--- config.mk ---
export PLATFORM = sky130hd
export DESIGN_NAME = epidemic_node
export DESIGN_NICKNAME = d
export VERILOG_FILES = /design/src/rtl/noc_pkg.sv /design/src/rtl/epidemic_seen_cache.sv /design/src/rtl/epidemic_node.sv
export SDC_FILE = /design/constraint.sdc
export NUM_CORES = 1
export LEC_CHECK = 0
export ABC_CLOCK_PERIOD_IN_PS = 5200
export CORE_ASPECT_RATIO = 0.6
export CORE_MARGIN = 3
export CORE_UTILIZATION = 50
export CTS_CLUSTER_DIAMETER = 60
export DETAILED_ROUTE_END_ITERATION = 7
export PLACE_DENSITY = 0.86
export REMOVE_ABC_BUFFERS = 1
export SLEW_MARGIN = 30
export SYNTH_ARGS = -nofsm -noshare
export SYNTH_HDL_FRONTEND = slang
export SYNTH_SLANG_ARGS = --single-unit
--- constraint.sdc ---
create_clock -name clk -period 5.2 [get_ports clk]
set_input_delay 1.04 -clock clk [delete_from_list [all_inputs] [get_ports clk]]
set_output_delay 1.04 -clock clk [all_outputs]
set_load 0.05 [all_outputs]
--- src/rtl/noc_pkg.sv ---
// Shared types for the epidemic-routing mesh.
// Direction encoding, flit type and key field widths.
package noc_pkg;

    typedef logic [7:0] flit_t;

    typedef enum logic [2:0] {
        DIR_L   = 3'd0,
        DIR_R   = 3'd1,
        DIR_T   = 3'd2,
        DIR_B   = 3'd3,
        DIR_INJ = 3'd4
    } dir_e;

    localparam int NUM_DIRS = 4;
    localparam int NUM_SRCS = 5;
    localparam int SRC_W    = 4;
    localparam int SEQ_W    = 4;

    // Side a packet must not be echoed back to; injected packets exclude none.
    function automatic logic [NUM_DIRS-1:0] arrival_mask(input logic [2:0] s);
        logic [NUM_DIRS-1:0] m;
        unique case (s)
            DIR_L:   m = 4'b0001;
            DIR_R:   m = 4'b0010;
            DIR_T:   m = 4'b0100;
            DIR_B:   m = 4'b1000;
            default: m = 4'b0000;
        endcase
        return m;
    endfunction

endpackage

--- src/rtl/epidemic_seen_cache.sv ---
// Recently-seen packet cache: fully associative lookup,
// FIFO replacement through a wrapping write pointer.
module epidemic_seen_cache
    import noc_pkg::*;
#(
    parameter int CACHE_DEPTH = 8
) (
    input  logic  clk,
    input  logic  rstn,
    input  flit_t i_key,
    input  logic  i_wr_en,
    output logic  o_hit
);

    localparam int PTR_W = $clog2(CACHE_DEPTH);

    flit_t                  r_key [CACHE_DEPTH];
    logic [CACHE_DEPTH-1:0] r_vld;
    logic [PTR_W-1:0]       r_wptr;

    // Compare the key against every valid entry in parallel.
    always_comb begin
        o_hit = 1'b0;
        for (int i = 0; i < CACHE_DEPTH; i++) begin
            if (r_vld[i] && (r_key[i] == i_key)) begin
                o_hit = 1'b1;
            end
        end
    end

    // Insert at the write pointer; oldest entry is overwritten on wrap.
    always_ff @(posedge clk or negedge rstn) begin
        if (!rstn) begin
            r_vld  <= '0;
            r_wptr <= '0;
            for (int i = 0; i < CACHE_DEPTH; i++) begin
                r_key[i] <= '0;
            end
        end else if (i_wr_en) begin
            r_key[r_wptr] <= i_key;
            r_vld[r_wptr] <= 1'b1;
            r_wptr        <= r_wptr + PTR_W'(1);
        end
    end

endmodule

--- src/rtl/epidemic_node.sv ---
// One tile of the epidemic-routing mesh: flood new packets, drop repeats.
// Optional counters enabled with EPIDEMIC_NODE_STATS_EN.
module epidemic_node
    import noc_pkg::*;
#(
    parameter logic [3:0] NODE_ID     = 4'd0,
    parameter logic [3:0] EDGE_MASK   = 4'b1111,
    parameter int         CACHE_DEPTH = 8
) (
    input  logic       clk,
    input  logic       rstn,
    input  logic       i_valid_l,
    input  logic       i_valid_r,
    input  logic       i_valid_t,
    input  logic       i_valid_b,
    input  logic [7:0] i_data_l,
    input  logic [7:0] i_data_r,
    input  logic [7:0] i_data_t,
    input  logic [7:0] i_data_b,
    output logic       o_ready_l,
    output logic       o_ready_r,
    output logic       o_ready_t,
    output logic       o_ready_b,
    output logic       o_valid_l,
    output logic       o_valid_r,
    output logic       o_valid_t,
    output logic       o_valid_b,
    output logic [7:0] o_data_l,
    output logic [7:0] o_data_r,
    output logic [7:0] o_data_t,
    output logic [7:0] o_data_b,
    input  logic       i_ready_l,
    input  logic       i_ready_r,
    input  logic       i_ready_t,
    input  logic       i_ready_b,
    input  logic       inj_valid,
    input  logic [7:0] inj_data,
    output logic       inj_ready,
    output logic       dlv_valid,
    output logic [7:0] dlv_data
`ifdef EPIDEMIC_NODE_STATS_EN
    ,
    output logic [15:0] stat_fwd,
    output logic [15:0] stat_drop
`endif
);

    logic [NUM_DIRS-1:0] w_in_valid;
    logic [NUM_DIRS-1:0] w_nb_ready;
    logic [NUM_DIRS-1:0] w_o_ready;
    logic [NUM_SRCS-1:0] w_load;
    flit_t               w_in_data [NUM_SRCS];

    logic [NUM_SRCS-1:0] r_full;
    flit_t               r_sdata [NUM_SRCS];
    logic [2:0]          r_rr;
    logic [NUM_DIRS-1:0] r_pend;
    flit_t               r_odata;
    logic                r_dlv_valid;
    flit_t               r_dlv_data;

    logic       w_found;
    logic [2:0] w_win;
    logic [2:0] w_rr_nxt;
    logic       w_arb;
    logic       w_hit;
    logic       w_miss;
    flit_t      w_key;

    assign w_in_valid = {i_valid_b, i_valid_t, i_valid_r, i_valid_l};
    assign w_nb_ready = {i_ready_b, i_ready_t, i_ready_r, i_ready_l};

    assign w_in_data[0] = i_data_l;
    assign w_in_data[1] = i_data_r;
    assign w_in_data[2] = i_data_t;
    assign w_in_data[3] = i_data_b;
    assign w_in_data[4] = inj_data;

    assign w_o_ready = ~r_full[NUM_DIRS-1:0] & EDGE_MASK;
    assign inj_ready = ~r_full[DIR_INJ];
    assign w_load    = {inj_valid & ~r_full[DIR_INJ], w_in_valid & w_o_ready};

    assign o_ready_l = w_o_ready[0];
    assign o_ready_r = w_o_ready[1];
    assign o_ready_t = w_o_ready[2];
    assign o_ready_b = w_o_ready[3];

    // Round-robin pick of the first full slot at or after the RR pointer.
    always_comb begin : p_arb
        int idx;
        w_found = 1'b0;
        w_win   = '0;
        idx     = 0;
        for (int k = 0; k < NUM_SRCS; k++) begin
            idx = int'(r_rr) + k;
            if (idx >= NUM_SRCS) begin
                idx = idx - NUM_SRCS;
            end
            if (!w_found && r_full[idx]) begin
                w_found = 1'b1;
                w_win   = 3'(idx);
            end
        end
    end

    assign w_rr_nxt = (w_win == DIR_INJ) ? 3'd0 : w_win + 3'd1;
    assign w_arb    = w_found && (r_pend == '0);
    assign w_key    = r_sdata[w_win];
    assign w_miss   = w_arb && !w_hit;

    epidemic_seen_cache #(
        .CACHE_DEPTH(CACHE_DEPTH)
    ) u_cache (
        .clk    (clk),
        .rstn   (rstn),
        .i_key  (w_key),
        .i_wr_en(w_miss),
        .o_hit  (w_hit)
    );

    // Input slots: load on handshake, free when they win arbitration.
    always_ff @(posedge clk or negedge rstn) begin
        if (!rstn) begin
            r_full <= '0;
            for (int i = 0; i < NUM_SRCS; i++) begin
                r_sdata[i] <= '0;
            end
        end else begin
            for (int i = 0; i < NUM_SRCS; i++) begin
                if (w_load[i]) begin
                    r_full[i]  <= 1'b1;
                    r_sdata[i] <= w_in_data[i];
                end else if (w_arb && (w_win == 3'(i))) begin
                    r_full[i] <= 1'b0;
                end
            end
        end
    end

    // Advance the RR pointer past each winner.
    always_ff @(posedge clk or negedge rstn) begin
        if (!rstn) begin
            r_rr <= '0;
        end else if (w_arb) begin
            r_rr <= w_rr_nxt;
        end
    end

    // Broadcast stage: load on miss, retire each side on its handshake.
    always_ff @(posedge clk or negedge rstn) begin
        if (!rstn) begin
            r_pend  <= '0;
            r_odata <= '0;
        end else if (w_miss) begin
            r_pend  <= EDGE_MASK & ~arrival_mask(w_win);
            r_odata <= w_key;
        end else begin
            r_pend <= r_pend & ~w_nb_ready;
        end
    end

    // Local delivery pulse for new packets that came in over a link.
    always_ff @(posedge clk or negedge rstn) begin
        if (!rstn) begin
            r_dlv_valid <= 1'b0;
            r_dlv_data  <= '0;
        end else begin
            r_dlv_valid <= w_miss && (w_win != DIR_INJ);
            if (w_miss && (w_win != DIR_INJ)) begin
                r_dlv_data <= w_key;
            end
        end
    end

    assign o_valid_l = r_pend[0];
    assign o_valid_r = r_pend[1];
    assign o_valid_t = r_pend[2];
    assign o_valid_b = r_pend[3];
    assign o_data_l  = r_odata;
    assign o_data_r  = r_odata;
    assign o_data_t  = r_odata;
    assign o_data_b  = r_odata;
    assign dlv_valid = r_dlv_valid;
    assign dlv_data  = r_dlv_data;

`ifdef EPIDEMIC_NODE_STATS_EN
    logic [15:0] r_stat_fwd;
    logic [15:0] r_stat_drop;

    // Saturating miss/hit counters.
    always_ff @(posedge clk or negedge rstn) begin
        if (!rstn) begin
            r_stat_fwd  <= '0;
            r_stat_drop <= '0;
        end else if (w_arb) begin
            if (!w_hit && (r_stat_fwd != 16'hFFFF)) begin
                r_stat_fwd <= r_stat_fwd + 16'd1;
            end
            if (w_hit && (r_stat_drop != 16'hFFFF)) begin
                r_stat_drop <= r_stat_drop + 16'd1;
            end
        end
    end

    assign stat_fwd  = r_stat_fwd;
    assign stat_drop = r_stat_drop;
`endif

endmodule

==> run_results.csv, run 1 <==
group,metric,value,unit
floorplanning,die_w,179,µm
setup_path,crit_path_max_fanout,7,
global_routing,wire_length_of_the_first_global_routing_pass,50200,µm
route,vias_per_cell,6.80,
sta,timing.final.ws_setup,-0.975,ns
setup_path,slowest_cell_on_the_critical_path,"dfrtp_1",
setup_path,critical-path-max-stage-delay,0.59,ns
status,failed_checks,"negative setup slack",
logic_synthesis,synth_cells,772,
sta,finalMaxSlewViolations,0,
finish,synthesis_to_finish_area_growth,45.6,%
place,port_buffers,100,
setup_path,cp_data_required_time,5.53,ns
logic_synthesis,synth.ff_latch_count,144,
floorplanning,pin_count,101,
sta,report.final.hold_viol_count,0,
logic_synthesis,synth-edff-count,0,
setup_path,timing.reg2reg.setup_slack,-0.98,ns
route,drtPass1Iterations,6,
setup_path,crit_path_cell_trace,"inv_1 -> ha_1 -> nor2b_1 -> a21boi_0 -> o21ai_2 -> and3_1 -> o21ai_1 -> a221oi_4 -> nor2_4 -> buf_4 -> mux2i_2 -> o22ai_4 -> buf_4 -> xnor2_1 -> nand3_1 -> nor4_4 -> nor4_4 -> buf_4 -> clkbuf_16 -> nand4_4 -> clkbuf_16 -> mux2_4",
sta,grt_setup_unrepaired,"true",
place,worst_slack_at_placement,-0.511,ns
setup_path,start_kind,"register",
sta,fmax,162,MHz
clock_network,cts_root_buf,"clkbuf_16",
floorplanning,die_height,110,µm
logic_synthesis,synth_flop_cell,"dfrtp_1",
floorplanning,fp-row-count,37,
route,drt_iter0_drc,1426,
sta,fin_crit_sh,119,%
floorplanning,fp.dieArea,19700,µm²
clock_network,h-tree-depth,4,
setup_path,crit_path_frequent_cell,"buf_4",
global_routing,grt_antenna_before_repair,2,
place,place_hpwl,20200,µm
floorplanning,core_region_area,17400,µm²
finish,drive_above_1_share,45.4,%
sta,setup-violations-final,96,
global_routing,globalRoute.totalOverflow,0,
logic_synthesis,netlist_top_cells_count,"dfrtp_1, mux2_4, mux2_2, xnor2_1, nand2_1",
clock_network,cts.sink_count,144,
setup_path,endpoint_kind,"register",
route,drt-total-wl,37900,µm
logic_synthesis,syn-mean-instance-area,11.7,µm²
logic_synthesis,yosys.cell_count.top_type,"dfrtp_1",
global_routing,first_global_vias,8160,
global_routing,track_usage,34.9,%
logic_synthesis,synth.yosys.seq_area_share,40.1,%
route,antenna_left,0,
logic_synthesis,post_synth_design_cell_area,8990,µm²
sta,worst_margin_slew,0.873,ns
clock_network,clock_tree_from_tritoncts,"built",
sta,layout_min_cycle_time,6.18,ns
sta,finClkSkew,0.0225,ns
logic_synthesis,netlist-cell-type-count,89,
route,via_count,8717,
logic_synthesis,post-synth-top-area-fraction,40.1,%
clock_network,cts_buffers,17,
logic_synthesis,synth_top_cells_by_area,"dfrtp_1, mux2_4, mux2_2",
setup_path,setup.worst_path.class,"reg -> reg",
global_routing,grt_max_degree,54,
place,finalWeightedCongestion,1.03,
sta,slew_headroom,41.6,%
route,drc_errors,0,
setup_path,worst-endpoint-arrival,6.51,ns
logic_synthesis,ys.warnings.count,0,
finish,num-nets-final,1103,
clock_network,worst_setup_hold_path_clk_slew,0.09,ns
logic_synthesis,share_of_flip_flops_with_an_asynchronous_set_or_reset,100,%
clock_network,number_of_buffers_added_to_fix_hold_violations_after_cts,0,
worst_hold_path,hold_class,"reg -> reg",
status,run_status,"complete, but fails checks",
floorplanning,initial_core_util,51.8,%
route,detail_route.wl_per_cell,29.6,µm
clock_network,clock_path_buffers,2,
clock_network,clk_latency,0.45,ns
logic_synthesis,synth_area_leader_cell,"dfrtp_1",
run,cap_violations,0,
state kept, by name (all words and copies together) (netlist names):
| name | cells |
|---|---|
| dlv_data | 8 |
| dlv_valid | 1 |
| o_data_b | 8 |
| r_full | 5 |
| r_pend | 4 |
| r_rr | 3 |
| r_sdata | 40 |
| u_cache.r_key | 64 |
| u_cache.r_vld | 8 |
| u_cache.r_wptr | 3 |
cell families after synthesis:
logic type	Yosys count	share of synthesized area, %
muxes	142	20.8
and+or+nand+nor	167	12.1
adders and majority gates	18	2.50
AOI/OAI and AO/OA	152	13.2
DFF	144	40.1
xor gates and xnor gates	61	5.94
buffers and inverters	88	5.29
metrics by stage:
stage / instances / hold WS, ns / cell area [µm²] / TNS (ns) / util, %
after global placement: 1185 / 0.451 / 11100 / -29.14 / 63.7
after floorplan: 708 / 0.427 / 8610 / -250.13 / -
after CTS: 1257 / 0.469 / 12600 / -20.30 / 72.8
final: 1282 / 0.491 / 13100 / -79.24 / 75.4
after detailed placement: 1185 / 0.450 / 11100 / -39.62 / 63.8
after global routing: 1282 / 0.494 / 13100 / -86.05 / 75.4
worst paths after layout:
kind / start / endpoint / cells after the start
hold / removal: u_cache.r_vld[6] / u_cache.r_vld[6] / 1
max in group asynchronous: rstn / u_cache.r_wptr[0] / 2
min in group asynchronous: rstn / r_sdata[21] / 1
setup reg to reg: r_rr[2] / u_cache.r_key[32] / 22
hold reg to reg: u_cache.r_vld[6] / u_cache.r_vld[6] / 1
setup / recovery: r_rr[2] / u_cache.r_key[32] / 22
critical path: cells and delay by family (launching register included):
kind | cells | cell delay [ns]
compound gates | 5 | 1.11
simple gates | 7 | 1.60
flops | 1 | 0.59
fa+ha+maj | 1 | 0.38
buf+inv | 6 | 1.07
xor+xnor | 1 | 0.46
mux | 2 | 0.83
cell usage in the layout (no fill, tap or decap), types with 8 or more instances in the layout:
master / netlist / final
nand3_1: 13 / 11
mux2_4: 64 / 79
nand2b_1: 14 / 12
clkbuf_16: 0 / 20
clkdlybuf4s50_1: 0 / 99
buf_6: 4 / 28
and2_1: 10 / 8
o22ai_1: 10 / 8
nand2_1: 32 / 31
inv_1: 21 / 19
buf_12: 0 / 9
xor2_1: 12 / 11
xnor2_1: 49 / 38
mux2i_1: 11 / 8
o21ai_0: 22 / 19
ha_1: 18 / 13
nor2_1: 22 / 21
and3_1: 10 / 8
a21oi_1: 18 / 14
nor2b_1: 15 / 10
mux2_2: 49 / 45
buf_4: 26 / 159
dfrtp_1: 144 / 143
nand4_1: 9 / 9
xnor2_2: 0 / 8
per-layer routing:
layer / global-route usage, % / vias to the layer above / wire [µm]
met5: 0 / - / 124
met4: 15.2 / 4 / 2730
met3: 13.6 / 273 / 5520
met2: 51.1 / 886 / 15600
met1: 46.1 / 4206 / 14000
li1: - / 3348 / -
final cells by class:
class	count	area [µm²]
Multi-Input combinational cell	546	5690
Fill cell	902	4260
Sequential cell	144	3600
Timing Repair Buffer	301	2800
Clock buffer	17	425
Tap cell	234	293
Clock inverter	15	188
Inverter	24	95.1
Antenna cell	1	2.50
timing repair:
item	in CTS	in global routing
setup buffers	33	29
resized for setup	96	59
endpoints found under the setup margin	96	96
gates cloned	8	2
pin swaps	26	37
Power of run 1 is not shown: default switching activity piles up to over one toggle a cycle in this logic, so the estimate is an artifact.
==> run 2: changes to the inputs <==
Settings changed: HOLD_SLACK_MARGIN set to 0.02.
==> results of run 2 <==
Same layout as run 1: the final DEF is identical, and so are final timing and power.
Power of run 2 is left out for the same reason.
